$ cat src/rtl/wram_arbiter_if.sv
// Work-RAM arbiter bus bundle: two requester ports plus the SRAM pin side.
// slave = arbiter view, master = requester/SRAM-model view.
interface wram_if #(
    parameter int ADDR_W = 23
) ();
    // port A
    logic              a_req;
    logic [1:0]        a_we;
    logic [ADDR_W-1:0] a_addr;
    logic [15:0]       a_dati;
    logic [15:0]       a_dato;
    logic              a_ack;
    // port B
    logic              b_req;
    logic [1:0]        b_we;
    logic [ADDR_W-1:0] b_addr;
    logic [15:0]       b_dati;
    logic [15:0]       b_dato;
    logic              b_ack;
    // SRAM side
    logic [ADDR_W-1:0] mem_addr;
    logic [15:0]       mem_dati;
    logic [1:0]        mem_we;
    logic              mem_oe;
    logic [15:0]       mem_dato;

    modport slave (
        input  a_req, a_we, a_addr, a_dati,
        output a_dato, a_ack,
        input  b_req, b_we, b_addr, b_dati,
        output b_dato, b_ack,
        output mem_addr, mem_dati, mem_we, mem_oe,
        input  mem_dato
    );

    modport master (
        output a_req, a_we, a_addr, a_dati,
        input  a_dato, a_ack,
        output b_req, b_we, b_addr, b_dati,
        input  b_dato, b_ack,
        input  mem_addr, mem_dati, mem_we, mem_oe,
        output mem_dato
    );
endinterface

$ cat src/rtl/wram_arbiter.sv
// Two-port round-robin arbiter for the shared 16-bit work-RAM.
// Each grant runs a fixed ACC_CYC-cycle strobe window followed by one
// turnaround cycle; all SRAM-side signals come straight from registers.
module wram_arbiter #(
    parameter int ACC_CYC = 2,
    parameter int ADDR_W  = 23
) (
    input  logic  clk,
    input  logic  rst,
    wram_if.slave bus
);
    typedef enum logic [1:0] {S_IDLE, S_ACCESS, S_RECOVER} state_t;

    localparam logic [3:0] CNT_INIT = 4'(ACC_CYC - 1);

    state_t            r_state, w_next;
    logic [3:0]        r_cnt;
    logic              r_ptr;      // 0 = A has priority on collision, 1 = B
    logic              r_sel;      // current winner, 0 = A, 1 = B
    logic [ADDR_W-1:0] r_addr;
    logic [15:0]       r_dati;
    logic [1:0]        r_we;
    logic              r_oe;
    logic              r_a_ack, r_b_ack;
    logic [15:0]       r_a_dato, r_b_dato;

    logic              w_grant, w_gsel, w_done;
    logic [1:0]        w_we;

    // Next-state and grant decode; requests only matter in IDLE.
    always_comb begin
        w_next  = r_state;
        w_grant = 1'b0;
        w_gsel  = r_ptr;
        w_done  = 1'b0;
        case (r_state)
            S_IDLE: begin
                if (bus.a_req || bus.b_req) begin
                    w_grant = 1'b1;
                    w_gsel  = (bus.a_req && bus.b_req) ? r_ptr : bus.b_req;
                    w_next  = S_ACCESS;
                end
            end
            S_ACCESS: begin
                if (r_cnt == 4'd0) begin
                    w_done = 1'b1;
                    w_next = S_RECOVER;
                end
            end
            S_RECOVER: w_next = S_IDLE;
            default:   w_next = S_IDLE;
        endcase
    end

    assign w_we = w_gsel ? bus.b_we : bus.a_we;

    // State register.
    always_ff @(posedge clk or posedge rst) begin
        if (rst) r_state <= S_IDLE;
        else     r_state <= w_next;
    end

    // Grant latch, strobe window and access counter.
    always_ff @(posedge clk or posedge rst) begin
        if (rst) begin
            r_cnt  <= 4'd0;
            r_ptr  <= 1'b0;
            r_sel  <= 1'b0;
            r_addr <= '0;
            r_dati <= '0;
            r_we   <= 2'b00;
            r_oe   <= 1'b0;
        end else if (w_grant) begin
            // The loser (or the idle port) gets priority next time.
            r_ptr  <= ~w_gsel;
            r_sel  <= w_gsel;
            r_addr <= w_gsel ? bus.b_addr : bus.a_addr;
            r_dati <= w_gsel ? bus.b_dati : bus.a_dati;
            r_we   <= w_we;
            r_oe   <= (w_we == 2'b00);
            r_cnt  <= CNT_INIT;
        end else if (w_done) begin
            r_we   <= 2'b00;
            r_oe   <= 1'b0;
        end else if (r_state == S_ACCESS) begin
            r_cnt  <= r_cnt - 4'd1;
        end
    end

    // Completion: one-cycle ack to the winner, read data captured with it.
    always_ff @(posedge clk or posedge rst) begin
        if (rst) begin
            r_a_ack  <= 1'b0;
            r_b_ack  <= 1'b0;
            r_a_dato <= '0;
            r_b_dato <= '0;
        end else begin
            r_a_ack <= w_done && !r_sel;
            r_b_ack <= w_done &&  r_sel;
            if (w_done && r_oe && !r_sel) r_a_dato <= bus.mem_dato;
            if (w_done && r_oe &&  r_sel) r_b_dato <= bus.mem_dato;
        end
    end

    assign bus.mem_addr = r_addr;
    assign bus.mem_dati = r_dati;
    assign bus.mem_we   = r_we;
    assign bus.mem_oe   = r_oe;
    assign bus.a_ack    = r_a_ack;
    assign bus.b_ack    = r_b_ack;
    assign bus.a_dato   = r_a_dato;
    assign bus.b_dato   = r_b_dato;
endmodule

$ cat src/flat_wrapper.sv
// flat-port wrapper written by rule: the top's interface ports become plain ports
module wram_arbiter_flat 
#(
    parameter int ACC_CYC = 2,
    parameter int ADDR_W  = 23
)
  (clk, rst, bus_a_req, bus_a_we, bus_a_addr, bus_a_dati, bus_a_dato, bus_a_ack, bus_b_req, bus_b_we, bus_b_addr, bus_b_dati, bus_b_dato, bus_b_ack, bus_mem_addr, bus_mem_dati, bus_mem_we, bus_mem_oe, bus_mem_dato);
  wram_if #(.ADDR_W(ADDR_W)) bus_i ();
  input  logic clk;
  input  logic rst;
  input wire logic [$bits(bus_i.a_req)-1:0] bus_a_req;
  input wire logic [$bits(bus_i.a_we)-1:0] bus_a_we;
  input wire logic [$bits(bus_i.a_addr)-1:0] bus_a_addr;
  input wire logic [$bits(bus_i.a_dati)-1:0] bus_a_dati;
  output wire logic [$bits(bus_i.a_dato)-1:0] bus_a_dato;
  output wire logic [$bits(bus_i.a_ack)-1:0] bus_a_ack;
  input wire logic [$bits(bus_i.b_req)-1:0] bus_b_req;
  input wire logic [$bits(bus_i.b_we)-1:0] bus_b_we;
  input wire logic [$bits(bus_i.b_addr)-1:0] bus_b_addr;
  input wire logic [$bits(bus_i.b_dati)-1:0] bus_b_dati;
  output wire logic [$bits(bus_i.b_dato)-1:0] bus_b_dato;
  output wire logic [$bits(bus_i.b_ack)-1:0] bus_b_ack;
  output wire logic [$bits(bus_i.mem_addr)-1:0] bus_mem_addr;
  output wire logic [$bits(bus_i.mem_dati)-1:0] bus_mem_dati;
  output wire logic [$bits(bus_i.mem_we)-1:0] bus_mem_we;
  output wire logic [$bits(bus_i.mem_oe)-1:0] bus_mem_oe;
  input wire logic [$bits(bus_i.mem_dato)-1:0] bus_mem_dato;
  assign bus_i.a_req = bus_a_req;
  assign bus_i.a_we = bus_a_we;
  assign bus_i.a_addr = bus_a_addr;
  assign bus_i.a_dati = bus_a_dati;
  assign bus_a_dato = bus_i.a_dato;
  assign bus_a_ack = bus_i.a_ack;
  assign bus_i.b_req = bus_b_req;
  assign bus_i.b_we = bus_b_we;
  assign bus_i.b_addr = bus_b_addr;
  assign bus_i.b_dati = bus_b_dati;
  assign bus_b_dato = bus_i.b_dato;
  assign bus_b_ack = bus_i.b_ack;
  assign bus_mem_addr = bus_i.mem_addr;
  assign bus_mem_dati = bus_i.mem_dati;
  assign bus_mem_we = bus_i.mem_we;
  assign bus_mem_oe = bus_i.mem_oe;
  assign bus_i.mem_dato = bus_mem_dato;
  wram_arbiter #(.ACC_CYC(ACC_CYC), .ADDR_W(ADDR_W)) u_core (.clk(clk), .rst(rst), .bus(bus_i));
endmodule
$ cat config.mk
export PLATFORM = sky130hd
export DESIGN_NAME = wram_arbiter_flat
export DESIGN_NICKNAME = d
export VERILOG_FILES = /design/src/rtl/wram_arbiter_if.sv /design/src/rtl/wram_arbiter.sv /design/src/flat_wrapper.sv
export SDC_FILE = /design/constraint.sdc
export NUM_CORES = 1
export LEC_CHECK = 0
export CORE_MARGIN = 2
export CORE_UTILIZATION = 35
export DETAILED_ROUTE_END_ITERATION = 16
export PLACE_DENSITY = 0.7
export SLEW_MARGIN = 10
export SYNTH_ARGS = -nofsm -noshare
export SYNTH_HDL_FRONTEND = slang
export SYNTH_SLANG_ARGS = --single-unit
$ cat constraint.sdc
create_clock -name clk -period 3.03 [get_ports clk]
set_input_delay 0.606 -clock clk [delete_from_list [all_inputs] [get_ports clk]]
set_output_delay 0.606 -clock clk [all_outputs]
set_load 0.03 [all_outputs]
==> impl_summary.txt <==
----------------------------------------------------
[Status]
  Result of the run ... finished clean

[Setup path]
  Kind of start point of the critical path ... input port
  Kind of critical path ... input port to flip-flop
  First element of the critical path ... bus_b_req
  Worst Path Max Fanout ... 15
  Reg-to-reg critical path startpoint ... u_core.r_cnt[0]
  Number of cells traversed by the worst register-to-register path ... 7
  Required time at the worst-slack endpoint ... 3.24 ns
  Crit path arrival time ... 2.55 ns
  Sort of element at the end of the critical path ... flip-flop
  Reg-to-reg slack, setup ... 0.81 ns

[Logic synthesis]
  Number of synthesized register bits ... 84
  Synthesized Nets ... 398
  Gate count after technology mapping ... 295
  Synthesis Warnings ... 0
  Post-synthesis instance area ... 3660 sq um
  Post-synth EDFFs ... 0
  Cell type with the largest total area after synthesis ... sky130_fd_sc_hd__dfrtp_1
  Most used standard cells in the synthesized netlist ... sky130_fd_sc_hd__dfrtp_1 (84), sky130_fd_sc_hd__nand2_1 (42), sky130_fd_sc_hd__o21ai_0 (42)
  Post-synthesis xor/xnor area fraction ... 0.00718
  Fraction of synthesized cell area taken by the top area cell type ... 0.574
  Share of synthesized registers carrying an async set or reset ... 1.00
  Arithmetic-cell share of the synthesized area counting full adders, half adders and majority gates ... 0.00342
  Synth unique cells ... 32
  Prevailing post-synth register cell ... sky130_fd_sc_hd__dfrtp_1
  Simple-gate share of the synthesized area ... 0.0817
  Largest cells by area after synthesis ... sky130_fd_sc_hd__dfrtp_1 (57%), sky130_fd_sc_hd__mux2i_1 (11%), sky130_fd_sc_hd__mux2_4 (8.2%)
  Mux contribution to synthesized area ... 0.231
  Most frequent cell after synthesis ... sky130_fd_sc_hd__dfrtp_1
  Synthesized area per cell ... 12.4 sq um
  Seq/Total Area, Yosys ... 0.574
  Combinational family with the most area after synthesis ... multiplexers
  Area fraction in compound gates after synthesis ... 0.0725

[CTS]
  CTS root buf ... sky130_fd_sc_hd__clkbuf_8
  CTS tree ... done
  CTS Hold Buffers Added ... 0
  Register clock-pin slew on the reported worst setup and hold paths ... 0.08 ns
  Cts bufs inserted ... 9
  Sinks on Clock Net ... 84
  CTS-repair resized insts ... 0
  Post-CTS setup buffer count ... 0
  Total number of H-tree levels ... 3
  Max Buffers Root-to-Sink ... 2
  Clock insertion delay at the later pin of the skew report ... 0.34 ns

[STA]
  FMAX ... 428 MHz
  Worst clock skew on the final layout ... 0.0124 ns
  Shortest clock period the worst path allows after layout ... 2.34 ns
  Count of endpoints failing setup in the final report ... 0
  Slew at the pin closest to its max-slew limit ... 0.594 ns
  Final Slew Violations ... 0
  Unrepaired setup endpoints after global routing ... no
  Total Neg Setup Slack ... 0 ns
  Final Hold Viols ... 0
  Worst Hold Margin ... 0.479 ns
  Final critical-path share of the clock period ... 0.772
  Worst slew slack as a fraction of its limit ... 0.604

[Cells and area]
  Share of post-route cells with drive strength above 1 ... 0.126
  Post-layout net count ... 574
  Area growth from synthesis to final layout ... 58.0%
  Post-route cell area ... 5790 sq um
  Fill count ... 900
  Inserted Diodes ... 0

[Global route]
  Via count of the first global-routing pass ... 3042
  Overall overflow remaining after global route ... 0
  Largest net degree at the start of global routing ... 53
  Aggregate global-route resource usage ... 0.167
  Antenna violations before repair ... 0
  Wire length of the first global-routing pass ... 14900 microns

[Power and ir drop]
  Worst supply voltage drop on vdd ... 0.471 mV
  Static power due to leakage ... 2.59 nW
  Pwr/cell area ... 1090 nW/um^2

[Place]
  Detailed-placement wirelength estimate ... 6840 microns
  Cell area after placement ... 5610 sq um
  Number of buffer cells added on primary ports ... 177
  Weighted congestion reported at the end of routability-driven placement ... 0.699

[Drt]
  Iter 0 DRT Violations ... 51
  Via count ... 2842
  Detailed-route DRC error count ... 0
  Post-detailed-route count of antenna-violating nets ... 0
  Number of search-and-repair iterations in the first detailed-routing pass ... 4
  Wire length after detailed routing ... 9230 microns
  Routed wire length per instance ... 15.1 microns
  Routed via count divided by cell count ... 4.64

[Hold path]
  Launch instance of the worst min-delay path ... u_core.bus.mem_dati[3]
  Hold/Removal Path Class ... flip-flop to flip-flop
  Count of cells along the worst hold path ... 2

[Die]
  I/O Pins ... 178
  Initial core utilization ... 0.358
  Core area ... 10200 sq um
  Die footprint ... 11300 sq um
  DIE HEIGHT ... 106 microns
  Standard-cell row count ... 37
  Die X ... 106 microns

[Flow run]
  Max Cap Violations ... 0

----------------------------------------------------
==> power breakdown <==
group | switching, W | internal [W] | leakage (nW)
logic | 0.00195 | 0.00164 | 1.49
registers | 0.000335 | 0.00167 | 1.02
clock network | 0.000418 | 0.000302 | 0.0860
total | 0.00271 | 0.00362 | 2.59
==> per-stage QoR <==
step	setup slack [ns]	power, W	util	instances
finish	0.691	0.00632	0.565	612
global route	0.571	0.00672	0.565	612
CTS	0.710	0.00641	0.565	612
detailed placement	0.328	0.00567	0.548	596
global placement	0.444	0.00558	0.548	596
floorplan	0.259	0.00417	-	295
==> final timing paths <==
kind                                               end
worst min-delay path            u_core.bus.mem_dati[3]
worst max-delay path            u_core.bus.mem_addr[7]
worst max register to register    u_core.bus.b_dato[1]
worst min register to register  u_core.bus.mem_dati[3]
min in group asynchronous         u_core.bus.a_dato[7]
max in group asynchronous       u_core.bus.mem_addr[2]
==> routing by layer <==
| layer | GRT usage | share of wire |
|---|---|---|
| met5 | 0 | 0 |
| met4 | 0.0667 | 0.014 |
| met3 | 0.0392 | 0.076 |
| met1 | 0.208 | 0.42 |
| met2 | 0.281 | 0.49 |
==> sequential cells by signal, indices dropped and copies added (netlist names) <==
register / count
u_core.bus.mem_dati: 16
u_core.bus.a_ack: 1
u_core.bus.mem_addr: 23
u_core.r_cnt: 4
u_core.bus.b_dato: 16
u_core.r_sel: 1
u_core.r_ptr: 1
u_core.bus.a_dato: 16
u_core.bus.mem_oe: 1
u_core.r_state: 2
u_core.bus.b_ack: 1
u_core.bus.mem_we: 2
==> cells in the final DEF, fill, tap and decap left out, types with 2 or more instances in the layout <==
master                              n
sky130_fd_sc_hd__clkdlybuf4s50_1  177
sky130_fd_sc_hd__dfrtp_1           84
sky130_fd_sc_hd__nand2_1           42
sky130_fd_sc_hd__o21ai_0           42
sky130_fd_sc_hd__mux2i_1           41
sky130_fd_sc_hd__mux2_4            20
sky130_fd_sc_hd__mux2_2            12
sky130_fd_sc_hd__clkbuf_8           9
sky130_fd_sc_hd__nor2_1             7
sky130_fd_sc_hd__nand3_1            4
sky130_fd_sc_hd__inv_1              3
sky130_fd_sc_hd__clkinv_2           3
sky130_fd_sc_hd__buf_4              3
sky130_fd_sc_hd__clkinv_4           2
sky130_fd_sc_hd__xor2_1             2
sky130_fd_sc_hd__clkinvlp_4         2
sky130_fd_sc_hd__inv_6              2
sky130_fd_sc_hd__buf_12             2
==> layout make-up <==
class                   instances  area (sq um)  area share
clock buffers                   9           124      0.0214
well taps                     136           170      0.0294
flip-flops and latches         84          2100       0.363
clock inverters                 7          51.3     0.00887
repair buffers                182          1830       0.317
inverters                       5          25.0     0.00433
multi-input cells             189          1480       0.256
==> worst max-delay path: stages <==
cell and delay (ns):
sky130_fd_sc_hd__clkdlybuf4s50_1 0.51, sky130_fd_sc_hd__o31ai_1 0.41, sky130_fd_sc_hd__o2bb2ai_4 0.33, sky130_fd_sc_hd__buf_4 0.38, sky130_fd_sc_hd__mux2i_1 0.22, sky130_fd_sc_hd__o21ai_0 0.09
==> cells by family (layout without fill, tap and decap cells) <==
family,Yosys count,after routing
AOI/OAI and AO/OA,49,49
xor gates and xnor gates,3,3
adders and majority gates,1,1
buffers and inverters,22,203
DFF,84,84
muxes,73,73
and+or+nand+nor,63,63
No activity file was read; power rests on OpenSTA's default activity.
